$ cat src/rtl/rx_2_if.sv
// rx_2_if: signal bundle between the UART receiver and its surroundings.
//
// Handshake: rx_valid and frame_err are single-cycle strobes with no ready
// or backpressure. The consumer must capture rx_data in the cycle rx_valid is
// high. rx_data itself is held until the next good frame, so late readers
// still see the last good byte. At most one of rx_valid and frame_err is high
// in any cycle.
//
// Signals:
//   boud_in   : 16x oversample tick, one clk wide (towards receiver)
//   en        : receive enable, gates start detection only (towards receiver)
//   rx        : asynchronous serial line, idles high (towards receiver)
//   rx_data   : last good byte (from receiver)
//   rx_valid  : one-cycle strobe when rx_data updates (from receiver)
//   frame_err : one-cycle strobe on a low stop bit (from receiver)
//   busy      : receiver is not idle (from receiver)
interface rx_2_if #(
  parameter int DATA_BITS = 8
);
  logic                 boud_in;
  logic                 en;
  logic                 rx;
  logic [DATA_BITS-1:0] rx_data;
  logic                 rx_valid;
  logic                 frame_err;
  logic                 busy;

  // master: the side that drives the line and consumes received bytes
  modport master (
    output boud_in, en, rx,
    input  rx_data, rx_valid, frame_err, busy
  );

  // slave: the receiver itself
  modport slave (
    input  boud_in, en, rx,
    output rx_data, rx_valid, frame_err, busy
  );
endinterface

$ cat src/rtl/rx_2.sv
// rx_2: UART receiver for 8N1 frames, MSB first, using a shared 16x
// oversample tick. Each good byte is presented on rx_data with a one-cycle
// rx_valid strobe; a low stop bit gives a one-cycle frame_err strobe.
//
// Ports:
//   clk         : system clock, rising edge
//   rst         : synchronous active-low reset
//   bus         : rx_2_if slave modport (boud_in, en, rx in;
//                 rx_data, rx_valid, frame_err, busy out)
//   o_dbg_state : current FSM state (IDLE=0, START=1, DATA=2, STOP=3)
module rx_2 #(
  parameter int DATA_BITS  = 8,
  parameter int OVERSAMPLE = 16
) (
  input  logic        clk,
  input  logic        rst,
  rx_2_if.slave       bus,
  output logic [1:0]  o_dbg_state
);

  localparam int BW = $clog2(DATA_BITS + 1);
  // Tick counter value at which the start bit is checked (its middle) and
  // at which data/stop bits are sampled (one full bit after the last sample).
  localparam logic [3:0] MID_TICK  = 4'(OVERSAMPLE / 2 - 1);
  localparam logic [3:0] LAST_TICK = 4'(OVERSAMPLE - 1);
  localparam logic [BW-1:0] LAST_BIT = BW'(DATA_BITS - 1);

  typedef enum logic [1:0] {
    S_IDLE  = 2'd0,
    S_START = 2'd1,
    S_DATA  = 2'd2,
    S_STOP  = 2'd3
  } state_t;

  // Registers
  logic                 r_rx_meta;
  logic                 r_rx_s;
  state_t               r_state;
  logic [3:0]           r_tick_cnt;
  logic [BW-1:0]        r_bit_cnt;
  logic [DATA_BITS-1:0] r_shreg;
  logic                 r_armed;
  logic [DATA_BITS-1:0] r_rx_data;
  logic                 r_rx_valid;
  logic                 r_frame_err;

  // Next-state values
  state_t               w_state_nxt;
  logic [3:0]           w_tick_nxt;
  logic [BW-1:0]        w_bit_nxt;
  logic [DATA_BITS-1:0] w_shreg_nxt;
  logic                 w_armed_nxt;
  logic [DATA_BITS-1:0] w_rx_data_nxt;
  logic                 w_rx_valid_nxt;
  logic                 w_frame_err_nxt;

  // State register, synchronizer and datapath registers
  always_ff @(posedge clk) begin
    if (!rst) begin
      r_rx_meta   <= 1'b1;
      r_rx_s      <= 1'b1;
      r_state     <= S_IDLE;
      r_tick_cnt  <= '0;
      r_bit_cnt   <= '0;
      r_shreg     <= '0;
      r_armed     <= 1'b0;
      r_rx_data   <= '0;
      r_rx_valid  <= 1'b0;
      r_frame_err <= 1'b0;
    end else begin
      r_rx_meta   <= bus.rx;
      r_rx_s      <= r_rx_meta;
      r_state     <= w_state_nxt;
      r_tick_cnt  <= w_tick_nxt;
      r_bit_cnt   <= w_bit_nxt;
      r_shreg     <= w_shreg_nxt;
      r_armed     <= w_armed_nxt;
      r_rx_data   <= w_rx_data_nxt;
      r_rx_valid  <= w_rx_valid_nxt;
      r_frame_err <= w_frame_err_nxt;
    end
  end

  // Next-state and output logic
  always_comb begin
    w_state_nxt     = r_state;
    w_tick_nxt      = r_tick_cnt;
    w_bit_nxt       = r_bit_cnt;
    w_shreg_nxt     = r_shreg;
    w_armed_nxt     = r_armed;
    w_rx_data_nxt   = r_rx_data;
    w_rx_valid_nxt  = 1'b0;
    w_frame_err_nxt = 1'b0;

    unique case (r_state)
      S_IDLE: begin
        // armed blocks a new start after a framing error (or reset) until
        // the line has been seen high again, so a break is not mistaken for
        // a stream of start bits.
        if (r_rx_s) begin
          w_armed_nxt = 1'b1;
        end
        // Start detection runs every clk, not only on ticks.
        if (bus.en && r_armed && !r_rx_s) begin
          w_state_nxt = S_START;
          w_tick_nxt  = '0;
        end
      end

      S_START: begin
        if (bus.boud_in) begin
          if (r_tick_cnt == MID_TICK) begin
            if (!r_rx_s) begin
              w_state_nxt = S_DATA;
              w_tick_nxt  = '0;
              w_bit_nxt   = '0;
            end else begin
              // Line went back high before mid start bit: a glitch.
              w_state_nxt = S_IDLE;
            end
          end else begin
            w_tick_nxt = r_tick_cnt + 4'd1;
          end
        end
      end

      S_DATA: begin
        if (bus.boud_in) begin
          if (r_tick_cnt == LAST_TICK) begin
            // First received bit ends up in the MSB.
            w_shreg_nxt = {r_shreg[DATA_BITS-2:0], r_rx_s};
            w_bit_nxt   = r_bit_cnt + BW'(1);
            w_tick_nxt  = '0;
            if (r_bit_cnt == LAST_BIT) begin
              w_state_nxt = S_STOP;
            end
          end else begin
            w_tick_nxt = r_tick_cnt + 4'd1;
          end
        end
      end

      S_STOP: begin
        if (bus.boud_in) begin
          if (r_tick_cnt == LAST_TICK) begin
            if (r_rx_s) begin
              w_rx_data_nxt  = r_shreg;
              w_rx_valid_nxt = 1'b1;
            end else begin
              w_frame_err_nxt = 1'b1;
              w_armed_nxt     = 1'b0;
            end
            // Leaving at mid stop bit leaves half a bit of slack for the
            // next start edge.
            w_state_nxt = S_IDLE;
          end else begin
            w_tick_nxt = r_tick_cnt + 4'd1;
          end
        end
      end

      default: begin
        w_state_nxt = S_IDLE;
      end
    endcase
  end

  assign bus.rx_data   = r_rx_data;
  assign bus.rx_valid  = r_rx_valid;
  assign bus.frame_err = r_frame_err;
  assign bus.busy      = (r_state != S_IDLE);
  assign o_dbg_state   = r_state;

endmodule

$ cat src/flat_wrapper.sv
// flat-port wrapper written by rule: the top's interface ports become plain ports
module rx_2_flat 
#(
  parameter int DATA_BITS  = 8,
  parameter int OVERSAMPLE = 16
)
  (clk, rst, o_dbg_state, bus_boud_in, bus_en, bus_rx, bus_rx_data, bus_rx_valid, bus_frame_err, bus_busy);
  rx_2_if #(.DATA_BITS(DATA_BITS)) bus_i ();
  input  logic clk;
  input  logic rst;
  output logic [1:0] o_dbg_state;
  input wire logic [$bits(bus_i.boud_in)-1:0] bus_boud_in;
  input wire logic [$bits(bus_i.en)-1:0] bus_en;
  input wire logic [$bits(bus_i.rx)-1:0] bus_rx;
  output wire logic [$bits(bus_i.rx_data)-1:0] bus_rx_data;
  output wire logic [$bits(bus_i.rx_valid)-1:0] bus_rx_valid;
  output wire logic [$bits(bus_i.frame_err)-1:0] bus_frame_err;
  output wire logic [$bits(bus_i.busy)-1:0] bus_busy;
  assign bus_i.boud_in = bus_boud_in;
  assign bus_i.en = bus_en;
  assign bus_i.rx = bus_rx;
  assign bus_rx_data = bus_i.rx_data;
  assign bus_rx_valid = bus_i.rx_valid;
  assign bus_frame_err = bus_i.frame_err;
  assign bus_busy = bus_i.busy;
  rx_2 #(.DATA_BITS(DATA_BITS), .OVERSAMPLE(OVERSAMPLE)) u_core (.clk(clk), .rst(rst), .bus(bus_i), .o_dbg_state(o_dbg_state));
endmodule
$ cat config.mk
export PLATFORM = sky130hd
export DESIGN_NAME = rx_2_flat
export DESIGN_NICKNAME = d
export VERILOG_FILES = /design/src/rtl/rx_2_if.sv /design/src/rtl/rx_2.sv /design/src/flat_wrapper.sv
export SDC_FILE = /design/constraint.sdc
export NUM_CORES = 1
export LEC_CHECK = 0
export BUFFER_PORTS_ARGS = -buffer_cell sky130_fd_sc_hd__buf_2
export CAP_MARGIN = 20
export CORE_UTILIZATION = 45
export CTS_BUF_LIST = sky130_fd_sc_hd__clkbuf_8
export CTS_CLUSTER_DIAMETER = 60
export DETAILED_ROUTE_END_ITERATION = 10
export PLACE_DENSITY = 0.63
export SYNTH_ARGS = -nofsm -noshare
export SYNTH_HDL_FRONTEND = slang
export SYNTH_SLANG_ARGS = --single-unit
$ cat constraint.sdc
create_clock -name clk -period 4.16 [get_ports clk]
set_clock_uncertainty 0.05 [all_clocks]
set_input_delay 1.04 -clock clk [delete_from_list [all_inputs] [get_ports clk]]
set_output_delay 1.04 -clock clk [all_outputs]
set_load 0.01 [all_outputs]
=== Word level (Yosys, flattened, before mapping) ===
Index checks and enable logic that the tools add are counted.

* $add $sub $neg: 2
* Equality and inequality tests: 19
* Multiplexer cells: 31
* Reductions and logical operators: 14

{| class="wikitable"
|+ Operators by type and width
! operator !! number
|-
| two-way mux 4 bit || 12
|-
| two-way mux 2 bit || 9
|-
| one-hot mux 4 bit (4 select lines) || 1
|-
| != test 2 x 1 -> 1 bit (second input constant) || 6
|-
| != test 2 bit (second input constant) || 6
|-
| AND reduction 6 bit || 2
|-
| adder 4 x 1 -> 4 bit (second input constant) || 2
|-
| equality test 4 x 3 -> 1 bit (second input constant) || 2
|-
| one-hot mux 2 bit (4 select lines) || 1
|-
| one-hot mux 4 bit (2 select lines) || 1
|-
| AND reduction 4 bit || 2
|-
| AND reduction 8 bit || 1
|-
| two-way mux 1 bit || 6
|-
| nonzero test 2 bit || 3
|-
| AND reduction 5 bit || 1
|-
| equality test 2 bit (second input constant) || 2
|-
| equality test 4 bit (second input constant) || 1
|-
| != test 3 bit (second input constant) || 1
|-
| AND reduction 3 bit || 1
|-
| equality test 2 x 1 -> 1 bit (second input constant) || 1
|-
| logical AND 1 bit || 2
|-
| logical NOT 2 bit || 1
|-
| one-hot mux 1 bit (2 select lines) || 1
|-
| logical NOT 1 bit || 1
|}

* Register bits: 31
* Input bits: 5

=== Longest topological paths before layout ===
* Depth in word-level cells: 5
* Mapped depth: 6

=== Worst setup path before layout ===
Ideal clock, no wire load.

* Kind: input port to flip-flop
* From: in bus_boud_in
* To: reg u_core.r_rx_data[5] (netlist: u_core.bus.rx_data[5])
* Setup time: 0.129 ns
* Data arrival time: 1.777 ns
* Path slack: 2.204 ns
* Cell stages on the path: 4
* Cell sequence: nand4_1 nor2_2 mux2i_1 nor2_1

* Word-level cells in the longest chain between the ends: 1

{| class="wikitable"
|+ Ends and longest elaborated chain
! element !! line !! source
|-
| start: declaration || flat_wrapper.sv:12 || <nowiki>input wire logic [$bits(bus_i.boud_in)-1:0] bus_boud_in;</nowiki>
|-
| AND reduction 4 bit (no line) || -- ||
|-
| end signal: assignment || rx_2.sv:78 || <nowiki>r_rx_data <= w_rx_data_nxt;</nowiki>
|-
| end: declaration || rx_2.sv:43 || <nowiki>logic [DATA_BITS-1:0] r_rx_data;</nowiki>
|}

No other way between the ends.
A chain may end at the register's enable or synchronous reset.

==> results.toml <==
[place]
dp_hpwl_um = 1637
gp_congestion = 0.7355
post-place-cells = 181
numPortBuffers = 17
post-place-ws_ns = 1.862

[sta]
rsz0062_at_grt = "no"
fin_crit_ns = 2.353
slew_viol_final = 0
worst_slack_ns = 1.807
worst_pin_slew_ns = 0.7595
fmax_mhz = 425.0
relSlewSlack_pct = 49.31
setup_viol = 0
layout_worst_path_cycle_share_pct = 56.56
hold_viol = 0
timing.setup.tns_ns = 0

[logic_synthesis]
ys.flop_type = "dfxtp_1"
ys_seq_area_share_pct = 46.53
postSynthAreaPerCell_um2 = 9.527
ys_top_cells_by_area = "dfxtp_1 (47%), mux2i_1 (13%), nor2_1 (5.1%)"
yosysUniqueCellTypes = 36
synth_most_common_cell = "dfxtp_1"
async_reset_ff_share_pct = 0
synth_edf_count = 0
synthesis.nets = 147
yosys_warnings = 0
syn_inst = 140
yosysTopAreaCellShare_pct = 46.53
syn_area_um2 = 1334
synthTopCellsByCount = "dfxtp_1 (31), nor2_1 (18), mux2i_1 (17)"
ys_ff_latch = 31
synth_largest_area_cell = "dfxtp_1"

[grt]
antenna_found_initial = 0
track_usage_pct = 16.73
grt_pass1_vias = 947
grt_pass1_wl_um = 4077
grt_max_degree = 25
grt_overflow_total = 0

[layout]
nets = 164
drive_gt1_share_pct = 19.11
area_growth_pct = 14.35
antennaDiodeCount = 0
fin_cells = 188
fillers = 257

[die]
num_rows = 19
initial_core_util_pct = 47.95
num_io_pins = 18
die_height_um = 56.44
die_area_um2 = 3185
die_x_um = 56.44
coreArea_um2 = 2781

[drt]
routed-via-count = 1056
drc_errors = 0
drt_first_pass_iters = 4
wirelength_um = 2400
routedWlPerCell_um = 12.77
viasPerCell = 5.617
drtIter0Drc = 15
ant_nets = 0

[clocking]
cts_tree = "built"
cts.repair.resized = 0
cts.sinks = 31
clock_path_buffers = 2
cts_root_buf = "clkbuf_8"
numCtsBuffers = 5
clk_pin_slew_ns = 0.06
cts_setup_buffers = 0
holdBufCountCts = 0
ctsHtreeMaxLevel = 2
clk_latency_ns = 0.28

[pwr]
ir_drop_uv = 332.6
p_per_area_nw_per_um2 = 391.4
leakagePower_nw = 0.5485

[worst_hold_path]
min_path_type = "reg -> reg"

[worst_setup_path]
worstSetupStartpointType = "register"
worstPathArrival_ns = 1.26
cp.required_ns = 3.07
cp-end-kind = "output pin"
critPathKind = "reg -> out"
critPathMaxFanout = 14

[job]
maxCapViolations = 0

[outcome]
status = "finished clean"
## through the flow
step	area (um2)	util, %	hold slack, ns	power (mW)
3_3_place_gp	1423	51.15	0.3427	0.3269
3_5_place_dp	1423	51.15	0.3495	0.3272
5_1_grt	1525	54.84	0.3848	0.6184
6_report	1525	54.84	0.3607	0.5970
2_1_floorplan	1334	-	0.3363	0.3219
4_1_cts	1525	54.84	0.3678	0.6044
## registers in the layout, indices dropped and copies added, names as in the netlist, named ones only
register              count
u_core.r_bit_cnt          4
u_core.r_shreg            8
u_core.o_dbg_state        1
u_core.r_rx_s             1
u_core.r_armed            1
u_core.r_rx_meta          1
u_core.bus.rx_valid       1
u_core.bus.frame_err      1
u_core.r_tick_cnt         4
u_core.bus.rx_data        8
## cell families (layout without fill, tap and decap cells)
kind of cell | after synthesis | after routing | synth area share [%]
muxes | 17 | 17 | 12.76
buffers and inverters | 11 | 28 | 4.034
and+or+nand+nor | 52 | 52 | 20.92
AOI/OAI and AO/OA | 24 | 24 | 11.91
adders and majority gates | 2 | 2 | 1.876
xor gates and xnor gates | 3 | 3 | 1.970
DFF | 31 | 31 | 46.53
## metal layers
layer | vias up | wire (um) | GRT usage [%]
met5 | - | 0 | 0
met1 | 494 | 1247 | 22.17
met4 | 0 | 69 | 10.80
li1 | 533 | - | -
met2 | 21 | 981 | 23.36
met3 | 8 | 102 | 5.069
## power breakdown
part / internal (mW) / total (mW) / switching [mW]
Sequential: 0.299 / 0.303 / 0.00340
Combinational: 0.00672 / 0.0177 / 0.0110
Clock: 0.173 / 0.276 / 0.104
Total: 0.479 / 0.597 / 0.118
## area by class of cell
cell class / count / area (um2) / area share (%)
multi-input combinational: 98 / 659.4 / 43.23
timing repair buffer: 18 / 92.59 / 6.071
sequential: 31 / 620.6 / 40.69
inverter: 3 / 11.26 / 0.7383
tap: 31 / 38.79 / 2.543
clock inverter: 2 / 33.78 / 2.215
clock buffer: 5 / 68.82 / 4.512
## worst max-delay path: stages (launching register included)
cell and delay [ns]:
dfxtp_1 0.45, or2_2 0.39, buf_2 0.15
## final timing paths
| kind | startpoint | endpoint | slack, ns | cells past startpoint |
|---|---|---|---|---|
| worst max register to register | u_core.r_tick_cnt[0] | u_core.bus.rx_data[6] | 2.30 | 5 |
| worst min register to register | u_core.r_rx_meta | u_core.r_rx_s | 0.36 | 1 |
| worst max-delay path | register | bus_busy | 1.81 | 2 |
| worst min-delay path | u_core.r_rx_meta | u_core.r_rx_s | 0.36 | 1 |
## placed cells by master, fill, tap and decap left out, types with 2 or more instances in the layout
cell type / netlist / layout
o21ai_0: 5 / 5
xnor2_1: 2 / 2
nor3_1: 2 / 2
buf_2: 4 / 17
nand4b_1: 2 / 2
nor4b_1: 2 / 2
mux2i_1: 17 / 17
nor2_1: 18 / 18
nand2b_1: 4 / 4
o22ai_1: 3 / 3
a211oi_2: 2 / 2
a21oi_1: 8 / 8
nand3_1: 5 / 5
clkbuf_8: 0 / 5
ha_1: 2 / 2
nand2_1: 7 / 7
inv_1: 3 / 4
dfxtp_1: 31 / 31
and2_1: 2 / 2
nand3b_1: 2 / 2
Note: power is estimated with default switching activity, not from simulation.
